--- src/rtl/bitwise_pkg.sv ---
// Shared types for the pipelined bitwise logic unit: op encoding, flag layout
// and the pipeline depth limit.
package bitwise_pkg;

  typedef enum logic [1:0] {
    OP_AND = 2'b00,
    OP_ORR = 2'b01,
    OP_EOR = 2'b10,
    OP_BIC = 2'b11
  } logic_op_e;

  typedef struct packed {
    logic n;
    logic z;
  } nz_flags_t;

  localparam int STAGES_MAX = 4;

endpackage

--- src/rtl/logic_pipe_stage.sv ---
// One valid/ready register slice carrying {set_flags, result}.
// Handshake: the slice loads its source when ready_i is high; a low ready_i holds everything.
module logic_pipe_stage
  import bitwise_pkg::*;
#(
  parameter int WIDTH = 64
) (
  input  logic             clk_i,
  input  logic             reset_i,
  input  logic             flush_i,
  input  logic             src_valid_i,
  input  logic [WIDTH:0]   src_data_i,
  input  logic             ready_i,
  output logic             valid_o,
  output logic [WIDTH:0]   data_o
);

  logic           valid_q, valid_d;
  logic [WIDTH:0] data_q, data_d;

  // Flush only drops the valid bit; data bits keep their last contents.
  always_comb begin
    valid_d = valid_q;
    data_d  = data_q;
    if (flush_i) begin
      valid_d = 1'b0;
    end else if (ready_i) begin
      valid_d = src_valid_i;
      if (src_valid_i) begin
        data_d = src_data_i;
      end
    end
  end

  always_ff @(posedge clk_i) begin
    if (reset_i) begin
      valid_q <= 1'b0;
      data_q  <= '0;
    end else begin
      valid_q <= valid_d;
      data_q  <= data_d;
    end
  end

  assign valid_o = valid_q;
  assign data_o  = data_q;

endmodule

--- src/rtl/bitwise_logic_pipe.sv ---
// Pipelined AND/ORR/EOR/BIC unit with per-stage valid/ready, flush and an N/Z
// flag register updated when a flag-setting op retires.
module bitwise_logic_pipe
  import bitwise_pkg::*;
#(
  parameter int WIDTH  = 64,
  parameter int STAGES = 2
) (
  input  logic             clk,
  input  logic             reset,
  input  logic             flush,
  input  logic             in_valid,
  output logic             in_ready,
  input  logic [WIDTH-1:0] A,
  input  logic [WIDTH-1:0] B,
  input  logic [1:0]       op,
  input  logic             set_flags,
  output logic             out_valid,
  input  logic             out_ready,
  output logic [WIDTH-1:0] result,
  output logic [1:0]       flags
);

  logic [WIDTH-1:0] kernel;
  logic [WIDTH:0]   stage_data [0:STAGES];
  logic [STAGES:1]  stage_valid;
  logic [STAGES:1]  stage_ready;
  logic             accept;
  logic             retire;
  nz_flags_t        flags_q, flags_d;

  always_comb begin
    case (logic_op_e'(op))
      OP_AND:  kernel = A & B;
      OP_ORR:  kernel = A | B;
      OP_EOR:  kernel = A ^ B;
      OP_BIC:  kernel = A & ~B;
      default: kernel = A & B;
    endcase
  end

  // An empty stage is always ready, so bubbles collapse even behind a stall.
  always_comb begin
    stage_ready         = '0;
    stage_ready[STAGES] = !stage_valid[STAGES] || out_ready;
    for (int k = STAGES - 1; k >= 1; k--) begin
      stage_ready[k] = !stage_valid[k] || stage_ready[k+1];
    end
  end

  assign in_ready      = stage_ready[1] && !flush;
  assign accept        = in_valid && in_ready;
  assign stage_data[0] = {set_flags, kernel};

  for (genvar k = 1; k <= STAGES; k++) begin : g_stage
    logic src_valid;
    if (k == 1) begin : g_first
      assign src_valid = accept;
    end else begin : g_next
      assign src_valid = stage_valid[k-1];
    end

    logic_pipe_stage #(.WIDTH(WIDTH)) u_stage (
      .clk_i      (clk),
      .reset_i    (reset),
      .flush_i    (flush),
      .src_valid_i(src_valid),
      .src_data_i (stage_data[k-1]),
      .ready_i    (stage_ready[k]),
      .valid_o    (stage_valid[k]),
      .data_o     (stage_data[k])
    );
  end

  assign out_valid = stage_valid[STAGES];
  assign result    = stage_data[STAGES][WIDTH-1:0];
  assign retire    = out_valid && out_ready;

  // A retire in a flush cycle still completes, so flags ignore flush.
  always_comb begin
    flags_d = flags_q;
    if (retire && stage_data[STAGES][WIDTH]) begin
      flags_d.n = result[WIDTH-1];
      flags_d.z = (result == '0);
    end
  end

  always_ff @(posedge clk) begin
    if (reset) begin
      flags_q <= '0;
    end else begin
      flags_q <= flags_d;
    end
  end

  assign flags = flags_q;

endmodule

--- config.mk ---
export PLATFORM = sky130hd
export DESIGN_NAME = bitwise_logic_pipe
export DESIGN_NICKNAME = d
export VERILOG_FILES = /design/src/rtl/bitwise_pkg.sv /design/src/rtl/logic_pipe_stage.sv /design/src/rtl/bitwise_logic_pipe.sv
export SDC_FILE = /design/constraint.sdc
export NUM_CORES = 1
export LEC_CHECK = 0
export CELL_PAD_IN_SITES_DETAIL_PLACEMENT = 1
export CELL_PAD_IN_SITES_GLOBAL_PLACEMENT = 1
export CORE_ASPECT_RATIO = 0.75
export CORE_MARGIN = 2
export CORE_UTILIZATION = 40
export DETAILED_ROUTE_END_ITERATION = 6
export GPL_TIMING_DRIVEN = 0
export HOLD_SLACK_MARGIN = 0.12
export PLACE_DENSITY_LB_ADDON = 0.1
export SLEW_MARGIN = 20
export SYNTH_ARGS = -nofsm -noshare
export SYNTH_HDL_FRONTEND = slang
export SYNTH_SLANG_ARGS = --single-unit
--- constraint.sdc ---
create_clock -name clk -period 4.2 [get_ports clk]
set_input_delay 0.63 -clock clk [delete_from_list [all_inputs] [get_ports clk]]
set_output_delay 0.63 -clock clk [all_outputs]
set_load 0.1 [all_outputs]
==> Yosys cells after proc, flatten, opt, wreduce, memory -nomap -nowiden <==
Index checks and enable logic that the tools add are counted.
{ "totals": {"register_bits": 134, "output_inout_bits": 68, "elab_cells": 30, "inputBits": 136} }
{ "classes": {"eq_ne": 3, "n_bitwise": 6, "n_reduce_logical": 14, "muxes": 1} }
{ "op_table": {"columns": ["op", "count"], "rows": [
  ["case mux 64 bit (4 select lines)", 1],
  ["bitwise AND 64 bit", 2],
  ["zero test 64 bit", 1],
  ["inverter 64 bit", 1],
  ["bitwise OR 64 bit", 1],
  ["XOR 64 bit", 1],
  ["AND reduction 3 bit", 2],
  ["equality test 2 bit (second input constant)", 2],
  ["logical AND 1 bit", 4],
  ["zero test 1 bit", 3],
  ["equality test 2 x 1 -> 1 bit (second input constant)", 1],
  ["zero test 2 bit", 1],
  ["logical OR 1 bit", 2],
  ["OR reduction 2 bit", 1],
  ["inverter 1 bit", 1]
]} }

==> Longest topological paths before layout <==
{ "depth": {"word_depth": 6, "ltp_mapped": 8, "depth_no_buf": 6} }

==> By module <==
Synthesis repeated with hierarchy kept, for this count alone.
{ "hier_totals": {"cells_unflattened": 1158, "area_unflattened_um2": 9649.3} }
{ "modules_own_cells": {"columns": ["mod", "instances", "cells_per_inst", "seq_area_each_um2", "area_each_um2"], "rows": [
  ["logic_pipe_stage", 2, 286, 1321.3, 3001.6],
  ["bitwise_logic_pipe", 1, 586, 40.0, 3646.0]
]} }

==> Least setup slack after synthesis <==
Ideal clock, no wire load.
{ "synth_timing": {"path_type": "flip-flop to output port", "startpoint": "register g_stage[2].u_stage.valid_q", "endpoint": "output in_ready", "required_time_ps": 3570, "path_slack_ps": 1149, "arrival_time_ps": 2421, "stages_incl_launch_ff": 3, "path_buffers": 0, "cell_sequence": "dfxtp_1 -> nor2b_4 -> a21oi_1"} }
{ "synth_via": {"elab_chain_len": 4} }
{ "synth_rtl": {"columns": ["element", "line", "source"], "rows": [
  ["from (decl)", "logic_pipe_stage.sv:18", "logic valid_q, valid_d;"],
  ["from (signal assigned)", "logic_pipe_stage.sv:40", "valid_q <= valid_d;"],
  ["zero test 1 bit", "bitwise_logic_pipe.sv:45", "stage_ready[STAGES] = !stage_valid[STAGES] || out_ready;"],
  ["logical OR 1 bit", "bitwise_logic_pipe.sv:45", null],
  ["logical OR 1 bit", "bitwise_logic_pipe.sv:47", "stage_ready[k] = !stage_valid[k] || stage_ready[k+1];"],
  ["logical AND 1 bit", "bitwise_logic_pipe.sv:51", "assign in_ready = stage_ready[1] && !flush;"],
  ["to (decl)", "bitwise_logic_pipe.sv:13", "output logic in_ready,"]
]} }
Every way passes these cells.

==> Worst setup path after layout <==
{ "layout_timing": {"startpoint": "input out_ready", "endpoint": "output in_ready"} }
{ "layout_via": {"elab_chain_len": 3} }
{ "layout_rtl": {"columns": ["element", "line", "source"], "rows": [
  ["from (decl)", "bitwise_logic_pipe.sv:19", "input logic out_ready,"],
  ["logical OR 1 bit", "bitwise_logic_pipe.sv:45", null],
  ["logical OR 1 bit", "bitwise_logic_pipe.sv:47", null],
  ["logical AND 1 bit", "bitwise_logic_pipe.sv:51", null]
]} }
Every way passes these cells.

==> flow_summary.ini <==
[synth]
yosysSeqAreaShare_pct = 30.39
ys_seq_elements = 134
synth_warnings = 0
synth_nets = 1359
synth.top_cells.by_count = 195 x nand2_1, 134 x dfxtp_1, 131 x a21oi_1, 131 x inv_1, 75 x buf_4
async_flop_share_pct = 0
synth_area_leaders = dfxtp_1 30%, ha_1 9.5%, nand2_1 8.3%
synthCells = 1156
synth_top_cell_by_area = dfxtp_1
synth_cell_types = 28
synth.most_common_cell = nand2_1
synthFlopType = dfxtp_1
syn_area_um2 = 8826
synth_area_per_cell_um2 = 7.635
synth.top_cell.area_share_pct = 30.39
synth_edf_count = 0

[floorplan]
die_area_um2 = 23280
initial_core_util_pct = 40.35
core_area_um2 = 21880
row_count = 47
chipWidth_um = 175.5
ios = 204
dieHeight_um = 132.6

[detailed_routing]
antenna_left = 0
drt-pass1-iter-count = 4
wl_per_cell_um = 17.32
routed_via_density = 5.031
drc = 0
wl_met3_um = 1276
maxUsedRoutingLayer = met4
drt-initial-drc-count = 452
vias = 8472
met1_length_um = 14430
met2_length_um = 12950
wl_um = 29160

[setup_path]
r2r-start = g_stage[2].u_stage.data_o[14]
crit_path_max_fanout = 6
path_cells = clkdlybuf4s50_1 > nor2b_4 > a21oi_1 > clkdlybuf4s50_1
endpoint_kind = output pin
slowest_stage = clkdlybuf4s50_1
max_stage_delay_ns = 1.19
ff2ff_path_depth = 4
cp_data_required_time_ns = 3.57
r2r_end = flags[0]
cp-start-kind = input port
r2r_setup_slack_ns = 2.37
crit_type = input port to output pin
cp_common_cell = clkdlybuf4s50_1
critPathArrivalTime_ns = 2.57

[global_route]
grt_usage_pct = 25.33
overflow = 0
antenna_found_initial = 1
grt_pass1_wl_um = 46350
grt_pass1_vias = 8697
grt_max_degree = 17

[placement]
numPortBuffers = 202
gp_congestion = 0.8112
post_dp_cell_area_um2 = 11220
hpwlAfterDp_um = 22380
place_ws_ns = 0.8350

[sta]
fin_hold_ws_ns = 0.4481
worst_pin_slew_ns = 1.045
finalCriticalPeriod_ns = 3.197
finalHoldViolations = 0
slew_violations = 0
fin_crit_sh_pct = 76.13
relSlewSlack_pct = 30.12
fmax_mhz = 312.7
rsz0062_at_grt = false
final-setup-viol-count = 0
skew_ns = 0.01227
setup_ws_ns = 1.003
tns_ns = 0

[hold_path]
min_to = g_stage[2].u_stage.data_o[48]
holdCritStartpoint = g_stage[1].u_stage.data_o[48]
hp-class = flop to flop
timing.hold.worst_path_depth = 2

[pwr]
p_leak_nw = 5.054
power_density_nw_per_um2 = 316.0
ir_drop_v = 0.0003034
power.total_mw = 3.747

[flow_run]
cap_violations = 0

[clocking]
root_buffer = clkbuf_16
cts_resized = 0
postCtsHoldBufs = 0
cts_tree = done
clkTransAtPathRegs_ns = 0.06
cts.sink_count = 134
cts_buffers = 17
htree_num_levels = 4
cts_max_path_buffers = 2
cts_setup_buffers = 0
insertion_delay_ns = 0.42

[final_layout]
fillers = 2725
n_antenna_cell = 0
nets = 1580
drive_gt1_share_pct = 13.60
area_delta_synth_final_pct = 34.35
stdcell_area_um2 = 11860

[outcome]
status = complete, no violations
stage by stage:
stage          std cells  utilization (%)
6_report            1684            54.20
5_1_grt             1684            54.20
4_1_cts             1684            54.20
3_5_place_dp        1652            51.27
3_3_place_gp        1652            51.27
2_1_floorplan       1156                -
power breakdown:
part / switching, mW / internal (mW) / total (mW)
Combinational: 0.448 / 0.320 / 0.768
Sequential: 0.0303 / 1.32 / 1.35
Clock: 0.589 / 1.04 / 1.63
layer usage:
metal | up-vias | global-route usage (%)
met2 | 191 | 39.98
met4 | 0 | 6.933
met3 | 32 | 4.454
met1 | 4063 | 35.56
li1 | 4186 | -
met5 | - | 0
cells by family after synthesis:
kind of cell,Yosys count,synth area share (%)
compound gates,261,20.44
fa+ha+maj,67,9.498
xor+xnor,64,6.351
buf+inv,273,15.25
simple gates,355,17.83
mux,2,0.2268
flops,134,30.39
critical path: cells and delay by family:
kind | cells | cell delay, ns
simple gates | 1 | 0.08
buf+inv | 2 | 1.72
compound gates | 1 | 0.14
area by class of cell:
class / instances / area, um2 / share of cell area (%)
Tap cell: 294 / 367.9 / 3.102
Timing Repair Buffer: 202 / 2022 / 17.05
Buffer: 142 / 854.6 / 7.207
Clock inverter: 12 / 175.2 / 1.477
Multi-Input combinational cell: 749 / 4797 / 40.46
Sequential cell: 134 / 2683 / 22.62
Inverter: 131 / 491.7 / 4.147
Clock buffer: 20 / 466.7 / 3.936
how the worst max path moves through the flow:
stage,cells after the start,startpoint,slack [ns],endpoint
after detailed placement,7,op[0],0.84,g_stage[1].u_stage.data_o[27]
after global routing,4,out_ready,0.96,in_ready
after global placement,7,op[0],0.84,g_stage[1].u_stage.data_o[25]
after floorplan,2,g_stage[2].u_stage.valid_o,1.15,in_ready
final,4,out_ready,1.00,in_ready
after CTS,4,out_ready,1.00,in_ready
state kept, by name, summed over array words and instances (netlist names):
signal	flops
flags	2
g_stage.u_stage.valid_o	2
g_stage.u_stage.data_o	130
placed cells by master (no fill, tap or decap), drive strengths merged, types with 2 or more instances in the layout:
cell / n
inv: 131
dfxtp: 134
a211oi: 65
nand2: 195
nand2b: 64
nor3: 3
mux2i: 2
a21oi: 131
nor2: 68
clkinv: 5
clkdlybuf4s50: 202
buf: 105
xor2: 64
bufinv: 4
nand4: 3
a31oi: 64
nor4: 15
clkbuf: 57
clkinvlp: 3
ha: 67
Note: power is estimated with default switching activity, not from simulation.
